File: config.mk
export PLATFORM = sky130hd
export DESIGN_NAME = urv_writeback_flat
export DESIGN_NICKNAME = d
export VERILOG_FILES = /design/src/rtl/urv_writeback_pkg.sv /design/src/rtl/urv_writeback_if.sv /design/src/rtl/urv_load_align.sv /design/src/rtl/urv_writeback.sv /design/src/flat_wrapper.sv
export SDC_FILE = /design/constraint.sdc
export NUM_CORES = 1
export LEC_CHECK = 0
export CAP_MARGIN = 20
export CORE_MARGIN = 1
export CORE_UTILIZATION = 44
export CTS_CLUSTER_SIZE = 14
export DETAILED_ROUTE_END_ITERATION = 8
export PLACE_DENSITY = 0.82
export SYNTH_ARGS = -nofsm -noshare
export SYNTH_HDL_FRONTEND = slang
export SYNTH_SLANG_ARGS = --single-unit
File: constraint.sdc
create_clock -name clk_i -period 2.3 [get_ports clk_i]
set_input_delay 0.23 -clock clk_i [delete_from_list [all_inputs] [get_ports clk_i]]
set_output_delay 0.23 -clock clk_i [all_outputs]
set_load 0.02 [all_outputs]
File: src/rtl/urv_writeback_pkg.sv
// Shared definitions for the uRV writeback stage: result sources, load/divide
// funct3 codes and the writeback FSM state type.
package urv_writeback_pkg;

  localparam logic [1:0] RD_SOURCE_ALU  = 2'd0;
  localparam logic [1:0] RD_SOURCE_DIV  = 2'd1;
  localparam logic [1:0] RD_SOURCE_LOAD = 2'd2;

  localparam logic [2:0] FUNC_LB   = 3'b000;
  localparam logic [2:0] FUNC_LH   = 3'b001;
  localparam logic [2:0] FUNC_LW   = 3'b010;
  localparam logic [2:0] FUNC_LBU  = 3'b100;
  localparam logic [2:0] FUNC_LHU  = 3'b101;

  localparam logic [2:0] FUNC_DIV  = 3'b100;
  localparam logic [2:0] FUNC_DIVU = 3'b101;
  localparam logic [2:0] FUNC_REM  = 3'b110;
  localparam logic [2:0] FUNC_REMU = 3'b111;

  typedef enum logic {
    WB_IDLE      = 1'b0,
    WB_WAIT_LOAD = 1'b1
  } wb_state_t;

endpackage

File: src/rtl/urv_writeback_if.sv
// Execute/memory-to-writeback bundle. The slave modport is the writeback stage,
// the master modport is its environment (execute stage, memory, register file).
interface urv_writeback_if;
  logic        x_valid_i;
  logic        x_stall_i;
  logic [4:0]  x_rd_i;
  logic        x_rd_write_i;
  logic [1:0]  x_rd_source_i;
  logic [31:0] x_rd_value_i;
  logic [31:0] x_div_result_i;
  logic [2:0]  x_load_fun_i;
  logic [1:0]  x_dm_addr_i;
  logic [31:0] dm_data_l_i;
  logic        dm_load_done_i;
  logic [4:0]  rf_rd_o;
  logic [31:0] rf_rd_value_o;
  logic        rf_rd_write_o;
  logic        w_stall_req_o;
  logic        w_load_timeout_o;

  modport master (
    output x_valid_i, x_stall_i, x_rd_i, x_rd_write_i, x_rd_source_i,
           x_rd_value_i, x_div_result_i, x_load_fun_i, x_dm_addr_i,
           dm_data_l_i, dm_load_done_i,
    input  rf_rd_o, rf_rd_value_o, rf_rd_write_o, w_stall_req_o, w_load_timeout_o
  );

  modport slave (
    input  x_valid_i, x_stall_i, x_rd_i, x_rd_write_i, x_rd_source_i,
           x_rd_value_i, x_div_result_i, x_load_fun_i, x_dm_addr_i,
           dm_data_l_i, dm_load_done_i,
    output rf_rd_o, rf_rd_value_o, rf_rd_write_o, w_stall_req_o, w_load_timeout_o
  );
endinterface

File: src/rtl/urv_load_align.sv
// Load data alignment and sign/zero extension; shared with the load bypass path.
module urv_load_align
  import urv_writeback_pkg::*;
(
  input  logic [2:0]  fun_i,
  input  logic [1:0]  addr_i,
  input  logic [31:0] data_i,
  output logic [31:0] value_o
);

  logic [7:0]  byte_s;
  logic [15:0] half_s;

  // Lane selection followed by extension according to the load type.
  always_comb begin
    case (addr_i)
      2'd0:    byte_s = data_i[7:0];
      2'd1:    byte_s = data_i[15:8];
      2'd2:    byte_s = data_i[23:16];
      default: byte_s = data_i[31:24];
    endcase

    if (addr_i[1]) begin
      half_s = data_i[31:16];
    end else begin
      half_s = data_i[15:0];
    end

    case (fun_i)
      FUNC_LB:  value_o = {{24{byte_s[7]}}, byte_s};
      FUNC_LH:  value_o = {{16{half_s[15]}}, half_s};
      FUNC_LBU: value_o = {24'h000000, byte_s};
      FUNC_LHU: value_o = {16'h0000, half_s};
      default:  value_o = data_i;
    endcase
  end

endmodule

File: src/rtl/urv_writeback.sv
// uRV writeback stage: picks the rd value (ALU, divider or aligned load data),
// drives the register-file write port and stalls while a load is outstanding.
module urv_writeback
  import urv_writeback_pkg::*;
#(
  parameter int g_load_timeout = 0
) (
  input  logic            clk_i,
  input  logic            rst_i,
  urv_writeback_if.slave  wb
);

  localparam int CW = (g_load_timeout > 1) ? $clog2(g_load_timeout) : 1;

  wb_state_t   state_q;
  logic [4:0]  ld_rd_q;
  logic        ld_write_q;
  logic [2:0]  ld_fun_q;
  logic [1:0]  ld_addr_q;
  logic [CW-1:0] cnt_q;
  logic [4:0]  rf_rd_q;
  logic [31:0] rf_value_q;
  logic        rf_write_q;

  logic        capture_s;
  logic        timeout_s;
  logic [31:0] sel_value_s;
  logic [31:0] load_value_s;

  urv_load_align u_align (
    .fun_i   (ld_fun_q),
    .addr_i  (ld_addr_q),
    .data_i  (wb.dm_data_l_i),
    .value_o (load_value_s)
  );

  // Capture qualification, ALU/DIV select and timeout detection (done has priority).
  always_comb begin
    capture_s = (state_q == WB_IDLE) && wb.x_valid_i && !wb.x_stall_i;

    if (wb.x_rd_source_i == RD_SOURCE_DIV) begin
      sel_value_s = wb.x_div_result_i;
    end else begin
      sel_value_s = wb.x_rd_value_i;
    end

    if ((g_load_timeout > 0) && (state_q == WB_WAIT_LOAD) && !wb.dm_load_done_i) begin
      timeout_s = (cnt_q == CW'(g_load_timeout - 1));
    end else begin
      timeout_s = 1'b0;
    end
  end

  // Writeback FSM with registered register-file port.
  always_ff @(posedge clk_i or posedge rst_i) begin
    if (rst_i) begin
      state_q    <= WB_IDLE;
      ld_rd_q    <= 5'd0;
      ld_write_q <= 1'b0;
      ld_fun_q   <= 3'd0;
      ld_addr_q  <= 2'd0;
      cnt_q      <= '0;
      rf_rd_q    <= 5'd0;
      rf_value_q <= 32'd0;
      rf_write_q <= 1'b0;
    end else begin
      rf_write_q <= 1'b0;
      case (state_q)
        WB_IDLE: begin
          if (capture_s) begin
            if (wb.x_rd_source_i == RD_SOURCE_LOAD) begin
              state_q    <= WB_WAIT_LOAD;
              ld_rd_q    <= wb.x_rd_i;
              ld_write_q <= wb.x_rd_write_i;
              ld_fun_q   <= wb.x_load_fun_i;
              ld_addr_q  <= wb.x_dm_addr_i;
              cnt_q      <= '0;
            end else begin
              rf_rd_q    <= wb.x_rd_i;
              rf_value_q <= sel_value_s;
              rf_write_q <= wb.x_rd_write_i && (wb.x_rd_i != 5'd0);
            end
          end
        end
        WB_WAIT_LOAD: begin
          if (wb.dm_load_done_i) begin
            state_q    <= WB_IDLE;
            rf_rd_q    <= ld_rd_q;
            rf_value_q <= load_value_s;
            rf_write_q <= ld_write_q && (ld_rd_q != 5'd0);
          end else if (timeout_s) begin
            state_q <= WB_IDLE;
          end else begin
            cnt_q <= cnt_q + CW'(1);
          end
        end
        default: state_q <= WB_IDLE;
      endcase
    end
  end

  assign wb.rf_rd_o          = rf_rd_q;
  assign wb.rf_rd_value_o    = rf_value_q;
  assign wb.rf_rd_write_o    = rf_write_q;
  assign wb.w_load_timeout_o = timeout_s;
  assign wb.w_stall_req_o    = (state_q == WB_WAIT_LOAD) && !wb.dm_load_done_i && !timeout_s;

endmodule

File: src/flat_wrapper.sv
// flat-port wrapper written by rule: the top's interface ports become plain ports
module urv_writeback_flat import urv_writeback_pkg::*;
#(
  parameter int g_load_timeout = 0
)
  (clk_i, rst_i, wb_x_valid_i, wb_x_stall_i, wb_x_rd_i, wb_x_rd_write_i, wb_x_rd_source_i, wb_x_rd_value_i, wb_x_div_result_i, wb_x_load_fun_i, wb_x_dm_addr_i, wb_dm_data_l_i, wb_dm_load_done_i, wb_rf_rd_o, wb_rf_rd_value_o, wb_rf_rd_write_o, wb_w_stall_req_o, wb_w_load_timeout_o);
  urv_writeback_if wb_i ();
  input  logic clk_i;
  input  logic rst_i;
  input wire logic [$bits(wb_i.x_valid_i)-1:0] wb_x_valid_i;
  input wire logic [$bits(wb_i.x_stall_i)-1:0] wb_x_stall_i;
  input wire logic [$bits(wb_i.x_rd_i)-1:0] wb_x_rd_i;
  input wire logic [$bits(wb_i.x_rd_write_i)-1:0] wb_x_rd_write_i;
  input wire logic [$bits(wb_i.x_rd_source_i)-1:0] wb_x_rd_source_i;
  input wire logic [$bits(wb_i.x_rd_value_i)-1:0] wb_x_rd_value_i;
  input wire logic [$bits(wb_i.x_div_result_i)-1:0] wb_x_div_result_i;
  input wire logic [$bits(wb_i.x_load_fun_i)-1:0] wb_x_load_fun_i;
  input wire logic [$bits(wb_i.x_dm_addr_i)-1:0] wb_x_dm_addr_i;
  input wire logic [$bits(wb_i.dm_data_l_i)-1:0] wb_dm_data_l_i;
  input wire logic [$bits(wb_i.dm_load_done_i)-1:0] wb_dm_load_done_i;
  output wire logic [$bits(wb_i.rf_rd_o)-1:0] wb_rf_rd_o;
  output wire logic [$bits(wb_i.rf_rd_value_o)-1:0] wb_rf_rd_value_o;
  output wire logic [$bits(wb_i.rf_rd_write_o)-1:0] wb_rf_rd_write_o;
  output wire logic [$bits(wb_i.w_stall_req_o)-1:0] wb_w_stall_req_o;
  output wire logic [$bits(wb_i.w_load_timeout_o)-1:0] wb_w_load_timeout_o;
  assign wb_i.x_valid_i = wb_x_valid_i;
  assign wb_i.x_stall_i = wb_x_stall_i;
  assign wb_i.x_rd_i = wb_x_rd_i;
  assign wb_i.x_rd_write_i = wb_x_rd_write_i;
  assign wb_i.x_rd_source_i = wb_x_rd_source_i;
  assign wb_i.x_rd_value_i = wb_x_rd_value_i;
  assign wb_i.x_div_result_i = wb_x_div_result_i;
  assign wb_i.x_load_fun_i = wb_x_load_fun_i;
  assign wb_i.x_dm_addr_i = wb_x_dm_addr_i;
  assign wb_i.dm_data_l_i = wb_dm_data_l_i;
  assign wb_i.dm_load_done_i = wb_dm_load_done_i;
  assign wb_rf_rd_o = wb_i.rf_rd_o;
  assign wb_rf_rd_value_o = wb_i.rf_rd_value_o;
  assign wb_rf_rd_write_o = wb_i.rf_rd_write_o;
  assign wb_w_stall_req_o = wb_i.w_stall_req_o;
  assign wb_w_load_timeout_o = wb_i.w_load_timeout_o;
  urv_writeback #(.g_load_timeout(g_load_timeout)) u_core (.clk_i(clk_i), .rst_i(rst_i), .wb(wb_i));
endmodule
==> metrics.md, run 1 <==
| Metric | Value |
|---|---|
| Status | finished clean |
| Post-synthesis sequential area ratio | 34.3% |
| Drt wl/cell | 19.6 um |
| Crit-path max FO | 16 |
| Inserted Diodes | 0 |
| Crit path DAT | roughly 2.2 ns |
| Setup crit start kind | register |
| Postcts setup bufs | 0 |
| Share of layout cells above drive strength 1 | 9.55% |
| GR Layer Usage met1 | 39.6% |
| Starting Density | 46.2% |
| Synth top area cells | dfrtp_1 34%, nand2_1 9.0%, a211oi_1 6.8% |
| Antenna-violating nets left | 0 |
| Max_slew headroom | a little over half |
| DR vias/cell | 6.11 |
| FFs w/ async S/R, synth | 100% |
| Global route overflow | 0 |
| Placer Congestion | 0.874 |
| # H-tree levels | 2 |
| GR peak layer | met2 |
| Largest net degree at the start of global routing | 50 |
| Drt first-iter violations | 349 |
| Setup tns final | 0 ns |
| Most common library cells after synthesis | 87 x nand2_1, 50 x dfrtp_1, 33 x a211oi_1, 24 x mux2i_1, 20 x buf_2 |
| Post-cts hold buffer count | 0 |
| PostCTS Resize Cnt | 0 |
| Final hold slack | 0.248 ns |
| Die Width | 93.0 um |
| Clock Sinks | 50 |
| Post-route clock period utilization | a little over four fifths |
| EDFF count, synth | 0 |
| CTS root buffer | clkbuf_8 |
| Vias | 4012 |
| Initial antenna violation count | 0 |
| Mapped Nets | between 500 and 600 |
| First-pass GRT wire length | 19.9 mm |
| Cell taking the most area after synthesis | dfrtp_1 |
| Syn Inst Count | 417 |
| Maximum clock path buffer count | 2 |
| Setup crit end kind | register |
| Leakage Power | approximately 0.0023 uW |
| Number of global-route vias before repair | 3881 |
| Predominant post-synthesis flop cell | dfrtp_1 |
| Final min period | around 1.9 ns |
| Worst min path class | input port to async pin |
| Routed wire length | between 10 and 15 mm |
| Clock Latency Late Sink | 0.31 ns |
| Syn_area_per_cell | 8.74 um^2 |
| Core area | 7890 um^2 |
| TritonCTS clock tree | built |
| Port bufs | 152 |
| Slew Limit Fails | 0 |
| Synth Register Bits | 50 |
| DR pass1 iterations | 5 |
| Hpwl dp | 9.39 mm |
| Clock buffer count from CTS | 5 |
| Count leader, synth | nand2_1 |
| Top cell type's share of synthesized area | 34.3% |
| Core Rows | 32 |
| WP data required | 2.55 ns |
| Clock skew | 0.00397 ns |
| WS Path Type | register to register |
| Peak Freq | 519 MHz |
| Yosys warnings | 0 |
| Layout Nets | around 670 |
| Final hold viol count | 0 |
| Met3 Use GR | 4.72% |
| Mapped cell area | 3640 um^2 |
| Routing usage on met2 | 49.0% |
| GR Util All Layers | between 20 and 30% |
| Max-Cap Viols | 0 |
| Clock slew at reported path FFs | 0.10 ns |
| PwrDens | 707 nW/um^2 |
| Final setup vio count | 0 |
| Worst ir drop on vdd | 331 uV |
| Worst-margin pin slew | 0.716 ns |
| DIE AREA | approximately 8700 um^2 |
| Post-route DRC violation count | 0 |
| Chip height | 93.0 um |
| Yosys cell types | 45 |
| Io pins | 154 |
| RSZ-0062 raised after global routing | false |
| Area grow syn2layout | 48.2% |
-- state kept, by name (all words and copies together), names as in the netlist --
name and flops:
u_core.wb.rf_rd_value_o 32, u_core.ld_rd_q 5, u_core.wb.rf_rd_o 5, u_core.ld_fun_q 3, u_core.ld_addr_q 2, u_core.ld_write_q 1, u_core.state_q 1, u_core.wb.rf_rd_write_o 1
-- layout by cell type (no fill, tap or decap), drive strengths merged --
| cell | instances |
|---|---|
| a211oi | 35 |
| a21o | 1 |
| o2bb2ai | 7 |
| clkbuf | 5 |
| nor3 | 17 |
| and3 | 17 |
| a31oi | 7 |
| o221ai | 7 |
| inv | 9 |
| nand3b | 1 |
| nor2b | 3 |
| a21oi | 8 |
| clkinv | 1 |
| o211ai | 9 |
| nor3b | 3 |
| a211o | 8 |
| o21ai | 8 |
| clkinvlp | 2 |
| dfrtp | 50 |
| or3b | 1 |
| mux2 | 12 |
| nand2 | 88 |
| bufinv | 1 |
| conb | 1 |
| clkdlybuf4s50 | 152 |
| buf | 22 |
| nand2b | 4 |
| or4 | 2 |
| a41o | 16 |
| mux2i | 24 |
| a22o | 13 |
| and2 | 2 |
| o31ai | 8 |
| o2111ai | 1 |
| nor2 | 3 |
| a2111oi | 1 |
| a22oi | 6 |
-- cells by family after synthesis --
logic type | synth area share, %
other | 0.103
muxes | 10.3
DFF | 34.3
and+or+nand+nor | 18.2
AOI/OAI and AO/OA | 30.2
buffers and inverters | 6.87
-- critical path, stage by stage, from the launching register on --
cell and delay, ns:
dfrtp_1 0.47, buf_4 0.30, nand2_1 0.34, nor3_1 0.21, and3_1 0.39, a211o_1 0.15
-- through the flow --
step	total power (uW)	util [%]	cells	cell area (um^2)	worst slack, ns
2_1_floorplan	2320	-	417	3640	0.658
4_1_cts	3810	68.5	657	5400	0.393
3_5_place_dp	3170	67.0	649	5290	0.285
6_report	3820	68.5	657	5400	0.375
5_1_grt	4000	68.5	657	5400	0.267
3_3_place_gp	3110	67.0	649	5290	0.346
-- per-layer routing --
metal  routed length [um]  up-vias
li1                     -     1835
met1                 5260     1915
met2                 6200      236
met3                 1150       26
met4                  289        0
met5                    0        -
-- worst paths after layout --
path | start | end | slack (ns) | depth (start not counted)
min | rst_i | u_core.wb.rf_rd_value_o[20]$_DFFE_PP0P_ | 0.25 | 2
min reg2reg | u_core.wb.rf_rd_o[3]$_DFFE_PP0P_ | u_core.wb.rf_rd_o[3]$_DFFE_PP0P_ | 0.50 | 2
max reg2reg | u_core.state_q$_DFF_PP0_ | u_core.wb.rf_rd_value_o[10]$_DFFE_PP0P_ | 0.37 | 5
max | u_core.state_q$_DFF_PP0_ | u_core.wb.rf_rd_value_o[10]$_DFFE_PP0P_ | 0.37 | 5
max in group asynchronous | rst_i | u_core.wb.rf_rd_o[4]$_DFFE_PP0P_ | 1.52 | 3
min in group clk_i | u_core.wb.rf_rd_o[3]$_DFFE_PP0P_ | u_core.wb.rf_rd_o[3]$_DFFE_PP0P_ | 0.50 | 2
-- cell type report --
class	instances	area, um^2
clock buffers	5	68.8
clock inverters	3	45.0
fillers	660	2490
inverters	10	37.5
multi-input cells	313	2150
flip-flops and latches	50	1250
well taps	102	128
repair buffers	174	1720
-- report_power, final --
group	switching [uW]	internal (uW)
Combinational	934	948
Clock	323	324
Sequential	182	1110
Total	1440	2380
Note: power is estimated with default switching activity, not from simulation.
==> inputs of run 2 (changes only) <==
--- a/config.mk
+++ b/config.mk
@@ -7,10 +7,10 @@
 export LEC_CHECK = 0
 export CAP_MARGIN = 20
 export CORE_MARGIN = 1
-export CORE_UTILIZATION = 44
+export CORE_UTILIZATION = 39
 export CTS_CLUSTER_SIZE = 14
 export DETAILED_ROUTE_END_ITERATION = 8
-export PLACE_DENSITY = 0.82
+export PLACE_DENSITY = 0.77
 export SYNTH_ARGS = -nofsm -noshare
 export SYNTH_HDL_FRONTEND = slang
 export SYNTH_SLANG_ARGS = --single-unit
==> constraint.sdc (replaced) <==
create_clock -name clk_i -period 1.6 [get_ports clk_i]
set_input_delay 0.16 -clock clk_i [delete_from_list [all_inputs] [get_ports clk_i]]
set_output_delay 0.16 -clock clk_i [all_outputs]
set_load 0.02 [all_outputs]
==> metrics.md, run 2 (synthesis results as in run 1) <==
| Metric | Value |
|---|---|
| Final worst setup slack | -0.0554 ns (-0.430 ns) |
| Hpwl dp | 9.87 mm (+5.1%) |
| Initial antenna violation count | 0 (unchanged) |
| Clock Sinks | 50 (unchanged) |
| Clock skew | 0.0152 ns (+0.0113 ns) |
| Setup crit end kind | register |
| Layout Nets | 697 (+4.3%) |
| Routed wire length | 14.1 mm (+9.7%) |
| Sequential share of power | 32.0% (-1.7 points) |
| Worst ir drop on vdd | 460 uV (+39%) |
| Leakage Power | 0.00254 uW (+11%) |
| Total power draw | 5720 uW (+50%) |
| R2R Path End | u_core.wb.rf_rd_value_o[15]$_DFFE_PP0P_ |
| Core Util, Final | 67.0% (-1.4 points) |
| Final hold viol count | 0 (unchanged) |
| Worst min path class | input port to async pin |
| DR pass1 iterations | 5 (unchanged) |
| Max-Cap Viols | 0 (unchanged) |
| Cells on worst reg2reg path | 6 (+1) |
| Area grow syn2layout | 63.5% |
| Setup tns final | -0.343 ns (-0.343 ns) |
| Share of layout cells above drive strength 1 | 19.9% (+10 points) |
| Crit path max-delay family | compound AO/OA/AOI/OAI gates |
| Area after DPL | 5570 um^2 (+5.3%) |
| First-pass GRT wire length | 21.4 mm (+7.8%) |
| Sw Pwr | 2240 uW (+56%) |
| Number of global-route vias before repair | 4214 (+8.6%) |
| Antenna-violating nets left | 0 (unchanged) |
| Vias | 4181 (+4.2%) |
| Final instance area | 5960 um^2 (+10%) |
| Clock slew at reported path FFs | 0.12 ns (+0.02 ns) |
| Slowest cell on the critical path | dfrtp_1 |
| Pre-CTS setup slack | -0.338 ns (-0.623 ns) |
| Failing checks | negative setup slack |
| Max incr delay on CP | 0.43 ns (-0.04 ns) |
| Starting Density | 41.0% (-5.2 points) |
| GR Util All Layers | 28.0% (-1.5 points) |
| Status | complete, but fails checks |
| Internal Power | 3490 uW (+47%) |
| DR vias/cell | 6.04 (-1.1%) |
| Port bufs | 152 (unchanged) |
| Io pins | 154 (unchanged) |
| Largest net degree at the start of global routing | 56 (+12%) |
| Reg-to-Reg Start | u_core.state_q$_DFF_PP0_ |
| TritonCTS clock tree | built |
| Final min period | 1.66 ns (-0.270 ns) |
| DIE AREA | 9740 um^2 (+13%) |
| Final setup vio count | 16 (+16) |
| Leading cell type in the layout, fill and taps excluded | clkdlybuf4s50_1 |
| Placer Congestion | 0.853 (-2.4%) |
| Setup crit start kind | register |
| Inserted Diodes | 0 (unchanged) |
| Core Rows | 34 (+6.3%) |
| Clock Power Share | 14.9% (-2.1 points) |
| WP data required | 1.82 ns (-0.73 ns) |
| Setup slack, reg-to-reg | -0.06 ns (-0.43 ns) |
| WP buf/inv | 2 (+1) |
| RSZ-0062 raised after global routing | true |
| Peak Freq | 604 MHz (+16%) |
| Drt first-iter violations | 221 (-37%) |
| Clock Latency Late Sink | 0.33 ns (+0.02 ns) |
| WS Path Type | register to register |
| Die Width | 98.7 um (+6.1%) |
| Drt wl/cell | 20.4 um (+4.1%) |
| Post-route DRC violation count | 0 (unchanged) |
| Crit-path cells | buf_4 -> and2_4 -> a21oi_4 -> clkbuf_16 -> o31ai_1 -> a211o_1 |
| Maximum clock path buffer count | 2 (unchanged) |
| Total of fill cells in the finished design | 696 (+5.5%) |
| Chip height | 98.7 um (+6.1%) |
| Post-route clock period utilization | 103% (+20 points) |
| Switching share of power | 39.1% (+1.4 points) |
| Slew Limit Fails | 0 (unchanged) |
| PwrDens | 960 nW/um^2 (+36%) |
| WP depth | 6 (+1) |
| # H-tree levels | 2 (unchanged) |
| CTS root buffer | clkbuf_8 |
| Global route overflow | 0 (unchanged) |
| Most frequent cells in the layout | 151 x clkdlybuf4s50_1, 86 x nand2_1, 49 x dfrtp_1, 31 x buf_4, 23 x mux2i_1 |
| Clock buffer count from CTS | 5 (unchanged) |
| Max reg flops | 32 (unchanged) |
| Gate power share | 53.1% (+3.8 points) |
| Crit-path max FO | 8 (-8) |
| Core area | 8890 um^2 (+13%) |
| Crit path DAT | 1.87 ns (-0.31 ns) |
==> run 2: cell count changes in the layout (fill, tap and decap cells not counted), sizes merged <==
cell and change:
clkinvlp -2, clkbuf +4, clkdlybuf4s50 -1, inv +2, buf +26, bufinv -1, clkinv +1
==> run 2: area by class of cell <==
type / instances / area, um^2 / area share, %
clock buffer: 5 / 68.8 / 1.15
inverter: 10 / 38.8 / 0.651
multi-input combinational: 313 / 2320 / 38.9
tap: 108 / 135 / 2.27
timing repair buffer: 203 / 2120 / 35.6
sequential: 50 / 1250 / 21.0
clock inverter: 3 / 28.8 / 0.483
==> run 2: power groups by stage <==
| stage | combinational (uW) | sequential (uW) | clock [uW] |
|---|---|---|---|
| global placement | 2820 | 1830 | 0 |
| floorplan | 1220 | 2120 | 0 |
| detailed placement | 2860 | 1840 | 0 |
| CTS | 2910 | 1820 | 846 |
| global route | 3220 | 1870 | 896 |
| finish | 3040 | 1830 | 852 |
==> run 2: per-layer routing <==
layer / track usage, % / vias up / wire length (um) / share of wire, %
met5: 0 / - / 0 / 0
met4: 8.96 / 0 / 324 / 2.3
met3: 4.96 / 32 / 1020 / 7.2
met2: 46.0 / 205 / 6730 / 48
met1: 37.5 / 2045 / 6080 / 43
li1: - / 1899 / - / -
==> run 2: worst max-delay path by stage <==
stage                             startpoint                                      end  slack, ns
detailed placement              wb_x_valid_i  u_core.wb.rf_rd_value_o[10]$_DFFE_PP0P_      -0.34
global route        u_core.state_q$_DFF_PP0_  u_core.wb.rf_rd_value_o[15]$_DFFE_PP0P_      -0.10
floorplan           u_core.state_q$_DFF_PP0_   u_core.wb.rf_rd_value_o[7]$_DFFE_PP0P_     -0.003
global placement         wb_x_rd_source_i[0]  u_core.wb.rf_rd_value_o[22]$_DFFE_PP0P_      -0.27
finish              u_core.state_q$_DFF_PP0_  u_core.wb.rf_rd_value_o[15]$_DFFE_PP0P_      -0.06
CTS                 u_core.state_q$_DFF_PP0_  u_core.wb.rf_rd_value_o[10]$_DFFE_PP0P_      -0.07
==> run 2: timing repair <==
item / CTS / global route
hold buffers: 0 / 0
endpoints found under the setup margin: 34 / 46
gates resized for setup: 16 / 31
buffers inserted: 2 / 2
pin swaps: 10 / 25
gates cloned: 1 / 3
==> run 2: worst reg2reg max path, cell delays in order (launching register included) <==
cell	delay, ns
dfrtp_1	0.43
buf_4	0.18
and2_4	0.18
a21oi_4	0.24
clkbuf_16	0.21
o31ai_1	0.08
a211o_1	0.24
==> run 2: through the flow <==
step / hold slack (ns) / cells
3_5_place_dp: 0.477 / 678
6_report: 0.191 / 692
5_1_grt: 0.220 / 692
4_1_cts: 0.202 / 689
2_1_floorplan: 0.256 / 417
3_3_place_gp: 0.475 / 678
==> inputs of run 3 (changes only) <==
--- a/config.mk
+++ b/config.mk
@@ -8,7 +8,6 @@
 export CAP_MARGIN = 20
 export CORE_MARGIN = 1
 export CORE_UTILIZATION = 39
-export CTS_CLUSTER_SIZE = 14
 export DETAILED_ROUTE_END_ITERATION = 8
 export PLACE_DENSITY = 0.77
 export SYNTH_ARGS = -nofsm -noshare
==> results of run 3 <==
No change in the layout: final DEF, timing and power equal those of run 2.
